**src/rtl/pif_led_mode.sv**
```systemverilog
// rtl/pif_led_mode.sv - LED mode controller downstream of the PIF LED flasher
//
// Ports:
//   Clk          oscillator clock (same net as flasher xclk)
//   Rst          synchronous reset, active-high
//   WrEn/WrData  host write: [2:0] mode code, [7:4] pulse count (0 = 16), [3] unused
//   WrRdy        write accepted when WrEn & WrRdy; low for the whole PULSE burst
//   FlashRedN    flasher red output, active-low
//   FlashGreenN  flasher green output, active-low
//   LedRedN      red LED pin, active-low, registered
//   LedGreenN    green LED pin, active-low, registered
//   Mode         current effective mode code, registered
module pif_led_mode #(
    parameter int TICK_DIV    = 8,
    parameter int BLINK_TICKS = 4
) (
    input  logic       Clk,
    input  logic       Rst,
    input  logic       WrEn,
    input  logic [7:0] WrData,
    output logic       WrRdy,
    input  logic       FlashRedN,
    input  logic       FlashGreenN,
    output logic       LedRedN,
    output logic       LedGreenN,
    output logic [2:0] Mode
);

    localparam int PW = (TICK_DIV > 1) ? $clog2(TICK_DIV) : 1;
    localparam int TW = (BLINK_TICKS > 1) ? $clog2(BLINK_TICKS) : 1;

    localparam logic [PW-1:0] PRESC_LOAD = PW'(TICK_DIV - 1);
    localparam logic [TW-1:0] TICK_LAST  = TW'(BLINK_TICKS - 1);

    localparam logic [2:0] M_OFF         = 3'd0;
    localparam logic [2:0] M_FLASH       = 3'd1;
    localparam logic [2:0] M_SOLID_RED   = 3'd2;
    localparam logic [2:0] M_SOLID_GREEN = 3'd3;
    localparam logic [2:0] M_BLINK       = 3'd4;
    localparam logic [2:0] M_PULSE       = 3'd5;

    logic [PW-1:0] presc_q, presc_d;
    logic [TW-1:0] tcnt_q, tcnt_d;
    logic          phase_q, phase_d;
    logic [4:0]    pcnt_q, pcnt_d;
    logic [2:0]    ret_q, ret_d;
    logic [2:0]    mode_d;
    logic          led_red_d, led_green_d;
    logic          wr_acc, tick, half, restart;
    logic          wr_data_unused;

    assign wr_data_unused = WrData[3];

    // Only a PULSE burst holds Mode at 5, so readiness is a decode of Mode.
    assign WrRdy  = (Mode != M_PULSE);
    assign wr_acc = WrEn & WrRdy;
    assign tick   = (presc_q == '0);
    // A write on the same edge swallows the tick, so no half event then.
    assign half   = tick && (tcnt_q == TICK_LAST) && !wr_acc;

    // State register
    always_ff @(posedge Clk) begin
        if (Rst) begin
            presc_q   <= PRESC_LOAD;
            tcnt_q    <= '0;
            phase_q   <= 1'b0;
            pcnt_q    <= '0;
            ret_q     <= '0;
            Mode      <= M_FLASH;
            LedRedN   <= 1'b1;
            LedGreenN <= 1'b1;
        end else begin
            presc_q   <= presc_d;
            tcnt_q    <= tcnt_d;
            phase_q   <= phase_d;
            pcnt_q    <= pcnt_d;
            ret_q     <= ret_d;
            Mode      <= mode_d;
            LedRedN   <= led_red_d;
            LedGreenN <= led_green_d;
        end
    end

    // Next-state logic
    always_comb begin
        presc_d = tick ? PRESC_LOAD : presc_q - PW'(1);
        tcnt_d  = tcnt_q;
        if (tick) begin
            tcnt_d = (tcnt_q == TICK_LAST) ? '0 : tcnt_q + TW'(1);
        end
        phase_d = phase_q ^ half;
        pcnt_d  = pcnt_q;
        ret_d   = ret_q;
        mode_d  = Mode;
        restart = 1'b0;

        // Phase 1 is the OFF half of a pulse; its end closes one pulse.
        if (Mode == M_PULSE && half && phase_q) begin
            pcnt_d = pcnt_q - 5'd1;
            if (pcnt_q == 5'd1) begin
                mode_d  = ret_q;
                restart = 1'b1;
            end
        end

        if (wr_acc) begin
            mode_d  = WrData[2:0];
            restart = 1'b1;
            if (WrData[2:0] == M_PULSE) begin
                ret_d  = Mode;
                pcnt_d = {(WrData[7:4] == 4'd0), WrData[7:4]};
            end
        end

        if (restart) begin
            presc_d = PRESC_LOAD;
            tcnt_d  = '0;
            phase_d = 1'b0;
        end
    end

    // Output logic (registered on the next edge)
    always_comb begin
        led_red_d   = 1'b1;
        led_green_d = 1'b1;
        case (Mode)
            M_FLASH: begin
                led_red_d   = FlashRedN;
                led_green_d = FlashGreenN;
            end
            M_SOLID_RED:   led_red_d   = 1'b0;
            M_SOLID_GREEN: led_green_d = 1'b0;
            M_BLINK: begin
                led_red_d   = phase_q;
                led_green_d = ~phase_q;
            end
            M_PULSE:       led_red_d   = phase_q;
            default: begin
                led_red_d   = 1'b1;
                led_green_d = 1'b1;
            end
        endcase
    end

endmodule

```
**config.mk**
```make
export PLATFORM = sky130hd
export DESIGN_NAME = pif_led_mode
export DESIGN_NICKNAME = d
export VERILOG_FILES = /design/src/rtl/pif_led_mode.sv
export SDC_FILE = /design/constraint.sdc
export NUM_CORES = 1
export LEC_CHECK = 0
export ABC_AREA = 1
export BUFFER_PORTS_ARGS = -buffer_cell sky130_fd_sc_hd__buf_2
export CORE_ASPECT_RATIO = 1.25
export CORE_UTILIZATION = 55
export CTS_BUF_LIST = sky130_fd_sc_hd__clkbuf_2 sky130_fd_sc_hd__clkbuf_4 sky130_fd_sc_hd__clkbuf_8
export DETAILED_ROUTE_END_ITERATION = 8
export GPL_ROUTABILITY_DRIVEN = 1
export PLACE_DENSITY = 0.86
export SLEW_MARGIN = 0
export SYNTH_ARGS = -nofsm -noshare
export SYNTH_HDL_FRONTEND = slang
export SYNTH_SLANG_ARGS = --single-unit
```
**constraint.sdc**
```tcl
create_clock -name Clk -period 1.4 [get_ports Clk]
set_input_delay 0.07 -clock Clk [delete_from_list [all_inputs] [get_ports Clk]]
set_output_delay 0.07 -clock Clk [all_outputs]
set_load 0.05 [all_outputs]
```
==> results.sh, run 1 <==
export IMPL_worst_ep_arrival_time_ps=1550
export IMPL_dp_slack_ps=-18.00
export IMPL_crit_chain="inv_2, nand3_4, nand2_8, buf_4, nand2_2, nor2_2, nand3_1"
export IMPL_grt_pass1_wl_um=4202
export IMPL_cp_required_ps=1590
export IMPL_hold_violations=0
export IMPL_ys_seq_area_share_pct=33.70
export IMPL_start_util_pct=60.99
export IMPL_max_freq_mhz=732.4
export IMPL_cts_max_level=1
export IMPL_min_period_ps=1365
export IMPL_path_clk_slew_ps=110
export IMPL_synthAdderAreaFrac_pct=5.543
export IMPL_clkSinkCount=19
export IMPL_overflow=0
export IMPL_tightest_slew_ps=370.0
export IMPL_worst_hold_path_type="in -> reg"
export IMPL_dpl_hpwl_um=1867
export IMPL_endpoint_kind="flop"
export IMPL_postSynthCellCount=170
export IMPL_drtPass1Iterations=4
export IMPL_synth_area_top_cells="dfxtp_1 (34%), nand2_1 (18%), inv_1 (9.6%), nand3_1 (8.4%), ha_1 (5.5%)"
export IMPL_start_kind="flop"
export IMPL_fin_skew_ps=1.420
export IMPL_cts_root_buf="clkbuf_4"
export IMPL_grt_max_degree=13
export IMPL_num_vias=1176
export IMPL_die_w_um=42.52
export IMPL_yosys_warnings=0
export IMPL_synth_top_family_by_area="simple AND/OR/NAND/NOR gates"
export IMPL_drive_above_1_share_pct=27.50
export IMPL_place_congestion=0.7987
export IMPL_timing_slew_headroom_pct=75.31
export IMPL_insertion_delay_ps=300
export IMPL_synth_area_um2=1129
export IMPL_syn_area_per_cell_um2=6.639
export IMPL_area_growth_syn_to_layout_pct=23.84
export IMPL_fin_crit_sh_pct=97.53
export IMPL_cpPeakStageDelay_ps=380
export IMPL_status="completed"
export IMPL_peakVddDrop_mv=0.6228
export IMPL_fp_coreArea_um2=1851
export IMPL_port_buffers=17
export IMPL_nets=219
export IMPL_drt_wl_total_um=2743
export IMPL_synth_seq_cells=19
export IMPL_vias_per_cell=5.370
export IMPL_track_usage_pct=25.20
export IMPL_layout_commonest_cell="nand2_1"
export IMPL_ys_types=23
export IMPL_synthXorXnorAreaFrac_pct=2.328
export IMPL_cts_buffer_depth=2
export IMPL_wl_per_cell_um=12.53
export IMPL_mappedNetlistNets=188
export IMPL_synth_compound_area_share_pct=7.317
export IMPL_drt_iter0_drc=20
export IMPL_die_y_um=52.65
export IMPL_yosysTopAreaCell="dfxtp_1"
export IMPL_crit_slowest_cell="dfxtp_4"
export IMPL_drc=0
export IMPL_ant_nets=0
export IMPL_maxSlewViolCount=0
export IMPL_synthSimpleGateAreaFrac_pct=37.80
export IMPL_setup_viol=0
export IMPL_cts_tree="yes"
export IMPL_synthMuxAreaShare_pct=0
export IMPL_die_area_um2=2238
export IMPL_cap_violations=0
export IMPL_synth_top_area_share_pct=33.70
export IMPL_p_leak_nw=0.6919
export IMPL_final_setup_worst_slack_ps=34.60
export IMPL_power_density_nw_per_um2=858.6
export IMPL_layout_common_cells="nand2_1 (52), inv_1 (26), nand3_1 (19), buf_2 (17), dfxtp_1 (14)"
export IMPL_crit_path_max_fanout=7
export IMPL_num_antenna_cells=0
export IMPL_tns_ps=0
export IMPL_crit_type="reg -> reg"
export IMPL_fp_row_count=17
export IMPL_first_global_vias=1075
export IMPL_power_w=0.001200
export IMPL_antenna_found_initial=0
export IMPL_io_pins=19
export IMPL_cts_buffers=3
[final timing paths]
kind                            startpoint         end  slack [ps]  depth (start not counted)
worst max-delay path               Mode[1]  presc_q[2]          30                          7
worst max register to register     Mode[1]  presc_q[2]          30                          7
worst min-delay path                   Rst   LedGreenN          50                          3
worst min register to register  presc_q[0]  presc_q[0]         440                          1
[synth_stat cells]
master,number
nand2_1,53
inv_1,29
dfxtp_1,19
nand3_1,19
nor2_1,12
a21oi_1,8
ha_1,5
o21ai_0,4
nor2_2,3
buf_4,2
buf_6,2
nand4_1,2
xnor2_1,2
a21oi_2,1
inv_2,1
nand2_2,1
nand2_4,1
nand3_2,1
nand3_4,1
nor2_4,1
o22ai_1,1
o31ai_1,1
xor2_1,1
[per-layer routing]
layer / global-route usage (%) / up-vias / wire [µm]
met1: 24.47 / 546 / 1043
met2: 49.49 / 33 / 1516
met4: 14.06 / 0 / 81
met5: 0 / - / 0
met3: 4.138 / 8 / 101
li1: - / 589 / -
[power breakdown]
part	switching [W]	total [W]	internal [W]	leakage, nW
clock network	0.000178	0.000309	0.000131	0.0184
registers	0.0000264	0.000595	0.000568	0.157
logic	0.000191	0.000296	0.000105	0.517
[critical path: cells and delay by family, from the launching register on]
kind	cells	cell delay (ps)
flip-flops	1	380
AND/OR/NAND/NOR	5	600
buffers and inverters	2	270
[area by class of cell]
class | count | area, µm²
Timing Repair Buffer | 28 | 172.7
Sequential cell | 19 | 394.1
Clock buffer | 4 | 30.03
Fill cell | 141 | 452.9
Multi-Input combinational cell | 119 | 664.4
Tap cell | 19 | 23.77
Inverter | 30 | 112.6
[cell families (layout without fill, tap and decap cells)]
logic type	after synthesis	in the layout
simple gates	94	96
buf+inv	34	62
flops	19	19
compound gates	15	15
fa+ha+maj	5	5
xor+xnor	3	3
[per-stage QoR]
stage	util, %	cells	instance area (µm²)	hold WS (ps)
final	75.52	219	1398	48.47
after global placement	66.67	205	1234	286.3
after floorplan	-	170	1144	165.6
after detailed placement	66.67	205	1234	289.1
after global routing	75.52	219	1398	60.82
after CTS	69.64	211	1289	25.39
[sequential cells by signal, indices dropped and copies added (netlist names)]
name       count
ret_q          3
pcnt_q         5
LedGreenN      1
LedRedN        1
Mode           3
tcnt_q         2
phase_q        1
presc_q        3
[what timing repair did]
| item | 4_1_cts | 5_1_grt |
|---|---|---|
| hold endpoints to repair | 2 | 0 |
| pin swaps | 0 | 11 |
| gates resized for setup | 2 | 13 |
| cloned | 0 | 2 |
| setup buffers | 0 | 6 |
| hold buffers | 2 | 0 |
| endpoints found under the setup margin | 7 | 15 |
Note: power is estimated with default switching activity, not from simulation.
==> run 2: changes to the inputs <==
Settings changed: ABC_AREA 1 to unset, PLACE_DENSITY 0.86 to 0.87.
==> results.sh, run 2 <==
export IMPL_die_w_um=40.30
export IMPL_layout_commonest_cell="buf_2"
export IMPL_clkPwrFrac_pct=27.6
export IMPL_drc=0
export IMPL_first_global_vias=1046
export IMPL_die_area_um2=2010
export IMPL_hold_violations=0
export IMPL_start_util_pct=61.43
export IMPL_rsz0062_at_grt="yes"
export IMPL_synth_top_area_share_pct=37.72
export IMPL_drt_iter0_drc=94
export IMPL_p_int_w=0.0007989
export IMPL_grt_max_degree=20
export IMPL_ant_nets=0
export IMPL_path_clk_slew_ps=130
export IMPL_drtPass1Iterations=4
export IMPL_overflow=0
export IMPL_power_w=0.001211
export IMPL_ys_flop_type="dfxtp_1"
export IMPL_endpoint_kind="flop"
export IMPL_synth_area_top_cells="dfxtp_1 (38%), ha_1 (6.2%), a311oi_1 (5.2%), nor3_1 (4.0%), o21ai_0 (3.0%)"
export IMPL_dpl_hpwl_um=1838
export IMPL_postSynthCellCount=114
export IMPL_dp_slack_ps=-193.2
export IMPL_cp_startpoint="pcnt_q[0]"
export IMPL_cp_required_ps=1580
export IMPL_p_leak_nw=0.5916
export IMPL_fin_skew_ps=13.22
export IMPL_crit_path_max_fanout=4
export IMPL_switchingPower_w=0.0004118
export IMPL_num_antenna_cells=0
export IMPL_combPwrFrac_pct=23.6
export IMPL_timing_slew_headroom_pct=67.53
export IMPL_largest_reg_flops=5
export IMPL_ys_types=40
export IMPL_nets=169
export IMPL_ctsHoldBuffers=0
export IMPL_max_freq_mhz=574.8
export IMPL_ys_async_sr_fraction_pct=0
export IMPL_io_pins=19
export IMPL_crit_type="reg -> reg"
export IMPL_yosysTopAreaCell="dfxtp_1"
export IMPL_syn_area_per_cell_um2=8.846
export IMPL_port_buffers=17
export IMPL_synth_area_um2=1008
export IMPL_worst_ep_arrival_time_ps=1920
export IMPL_track_usage_pct=34.84
export IMPL_cts_max_level=1
export IMPL_fp_coreArea_um2=1642
export IMPL_num_vias=1250
export IMPL_status="finished, violations left"
export IMPL_layout_common_cells="buf_2 (16), buf_4 (14), dfxtp_1 (8), nor3_1 (8), dfxtp_2 (8)"
export IMPL_cts_buffer_depth=2
export IMPL_tightest_slew_ps=487.0
export IMPL_dp_cells=158
export IMPL_area_growth_syn_to_layout_pct=51.12
export IMPL_fp_row_count=16
export IMPL_die_y_um=49.88
export IMPL_drive_above_1_share_pct=58.00
export IMPL_clkSinkCount=19
export IMPL_synth_seq_cells=19
export IMPL_cap_violations=0
export IMPL_worst_hold_path_type="in -> reg"
export IMPL_place_congestion=0.8603
export IMPL_cts_root_buf="clkbuf_4"
export IMPL_post_route_cell_area_um2=1524
export IMPL_final_cell_count_no_fill=168
export IMPL_hp_start="WrData[0]"
export IMPL_wl_per_cell_um=25.71
export IMPL_power_density_nw_per_um2=794.5
export IMPL_fin_crit_sh_pct=124.3
export IMPL_seqPwrFrac_pct=48.9
export IMPL_maxSlewViolCount=0
export IMPL_insertion_delay_ps=330
export IMPL_swShare_pct=34.01
export IMPL_violations="setup timing"
export IMPL_mappedNetlistNets=132
export IMPL_synth_most_common_cell="dfxtp_1"
export IMPL_dpl_cell_area_um2=1231
export IMPL_cts_buffers=3
export IMPL_drt_wl_total_um=4320
export IMPL_ys_seq_area_share_pct=37.72
export IMPL_synthTopCellsByCount="dfxtp_1 (19), nor3_1 (8), a311oi_1 (6), inv_1 (6), o21ai_0 (6)"
export IMPL_start_kind="flop"
export IMPL_cts_tree="yes"
export IMPL_setup_viol=11
export IMPL_top_register="pcnt_q"
export IMPL_peakVddDrop_mv=0.9151
export IMPL_synth_edff_count=0
export IMPL_yosys_warnings=0
export IMPL_final_setup_worst_slack_ps=-339.6
export IMPL_min_period_ps=1740
export IMPL_grt_pass1_wl_um=4788
export IMPL_antenna_found_initial=0
export IMPL_nFillCells=59
export IMPL_vias_per_cell=7.440
export IMPL_r2r_start="pcnt_q[0]"
-- run 2: cell count changes in the layout (fill, tap and decap cells not counted), sizes merged, moves of 8 or more --
cell   before  now
nor3        0    8
nand3      21    5
nor2       17    3
nand2      56    2
buf        26   37
inv        30    7
-- run 2: critical path, stage by stage, from the launching register on --
cell      delay, ps
dfxtp_2         380
inv_1           120
ha_1            160
nand4b_1        210
buf_4           210
o21ai_0         330
a311oi_2        200
-- run 2: worst paths after layout --
kind | endpoint | slack (ps) | cells past startpoint
hold / removal | Mode[0] | 110 | 3
setup reg to reg | pcnt_q[2] | -340 | 6
setup / recovery | pcnt_q[2] | -340 | 6
hold reg to reg | ret_q[1] | 500 | 2
-- run 2: power by group through the flow --
stage / combinational [W] / sequential [W] / clock (W)
after floorplan: 0.000121 / 0.000631 / 0
after global placement: 0.000213 / 0.000594 / 0
after detailed placement: 0.000220 / 0.000596 / 0
after CTS: 0.000236 / 0.000584 / 0.000303
after global routing: 0.000295 / 0.000594 / 0.000344
final: 0.000285 / 0.000592 / 0.000334
-- run 2: timing repair --
item                                    in CTS  in global routing
pin swaps                                    8                 13
resized for setup                           19                 32
buffers inserted                             5                  3
endpoints found under the hold margin        0                  0
endpoints found under the setup margin      13                 15
-- run 2: per-layer routing --
| metal | vias up | global-route usage, % | part of all wire [%] |
|---|---|---|---|
| met5 | - | 0 | 0 |
| met4 | 0 | 18.89 | 6.9 |
| met3 | 32 | 5.405 | 10 |
| met2 | 120 | 56.18 | 46 |
| met1 | 591 | 41.76 | 37 |
| li1 | 507 | - | - |
-- run 2: logic make-up (layout without fill, tap and decap cells) --
group | count (synthesis) | in the layout | share of synthesized area (%)
buffers and inverters | 13 | 49 | 5.086
flip-flops | 19 | 19 | 37.72
AND/OR/NAND/NOR | 46 | 46 | 29.03
XOR/XNOR | 1 | 1 | 0.8686
multiplexers | 2 | 2 | 1.985
AO/OA/AOI/OAI | 28 | 28 | 19.11
adder cells (fa/ha/maj) | 5 | 5 | 6.203
-- run 2: metrics by stage --
step | utilization [%] | TNS, ps | hold WS (ps)
after floorplan | - | -282.0 | 267.6
after global routing | 92.84 | -2058 | 155.6
final | 92.84 | -1632 | 114.2
after CTS | 84.22 | -1606 | 100.6
after global placement | 75.00 | -265.1 | 391.5
after detailed placement | 75.00 | -659.4 | 394.2
-- run 2: cell type report --
class | count | area, µm² | share of cell area [%]
clock buffers | 4 | 30.03 | 1.970
well taps | 18 | 22.52 | 1.478
flip-flops and latches | 19 | 401.6 | 26.35
inverters | 7 | 28.78 | 1.888
multi-input cells | 82 | 769.5 | 50.49
repair buffers | 38 | 271.5 | 17.82
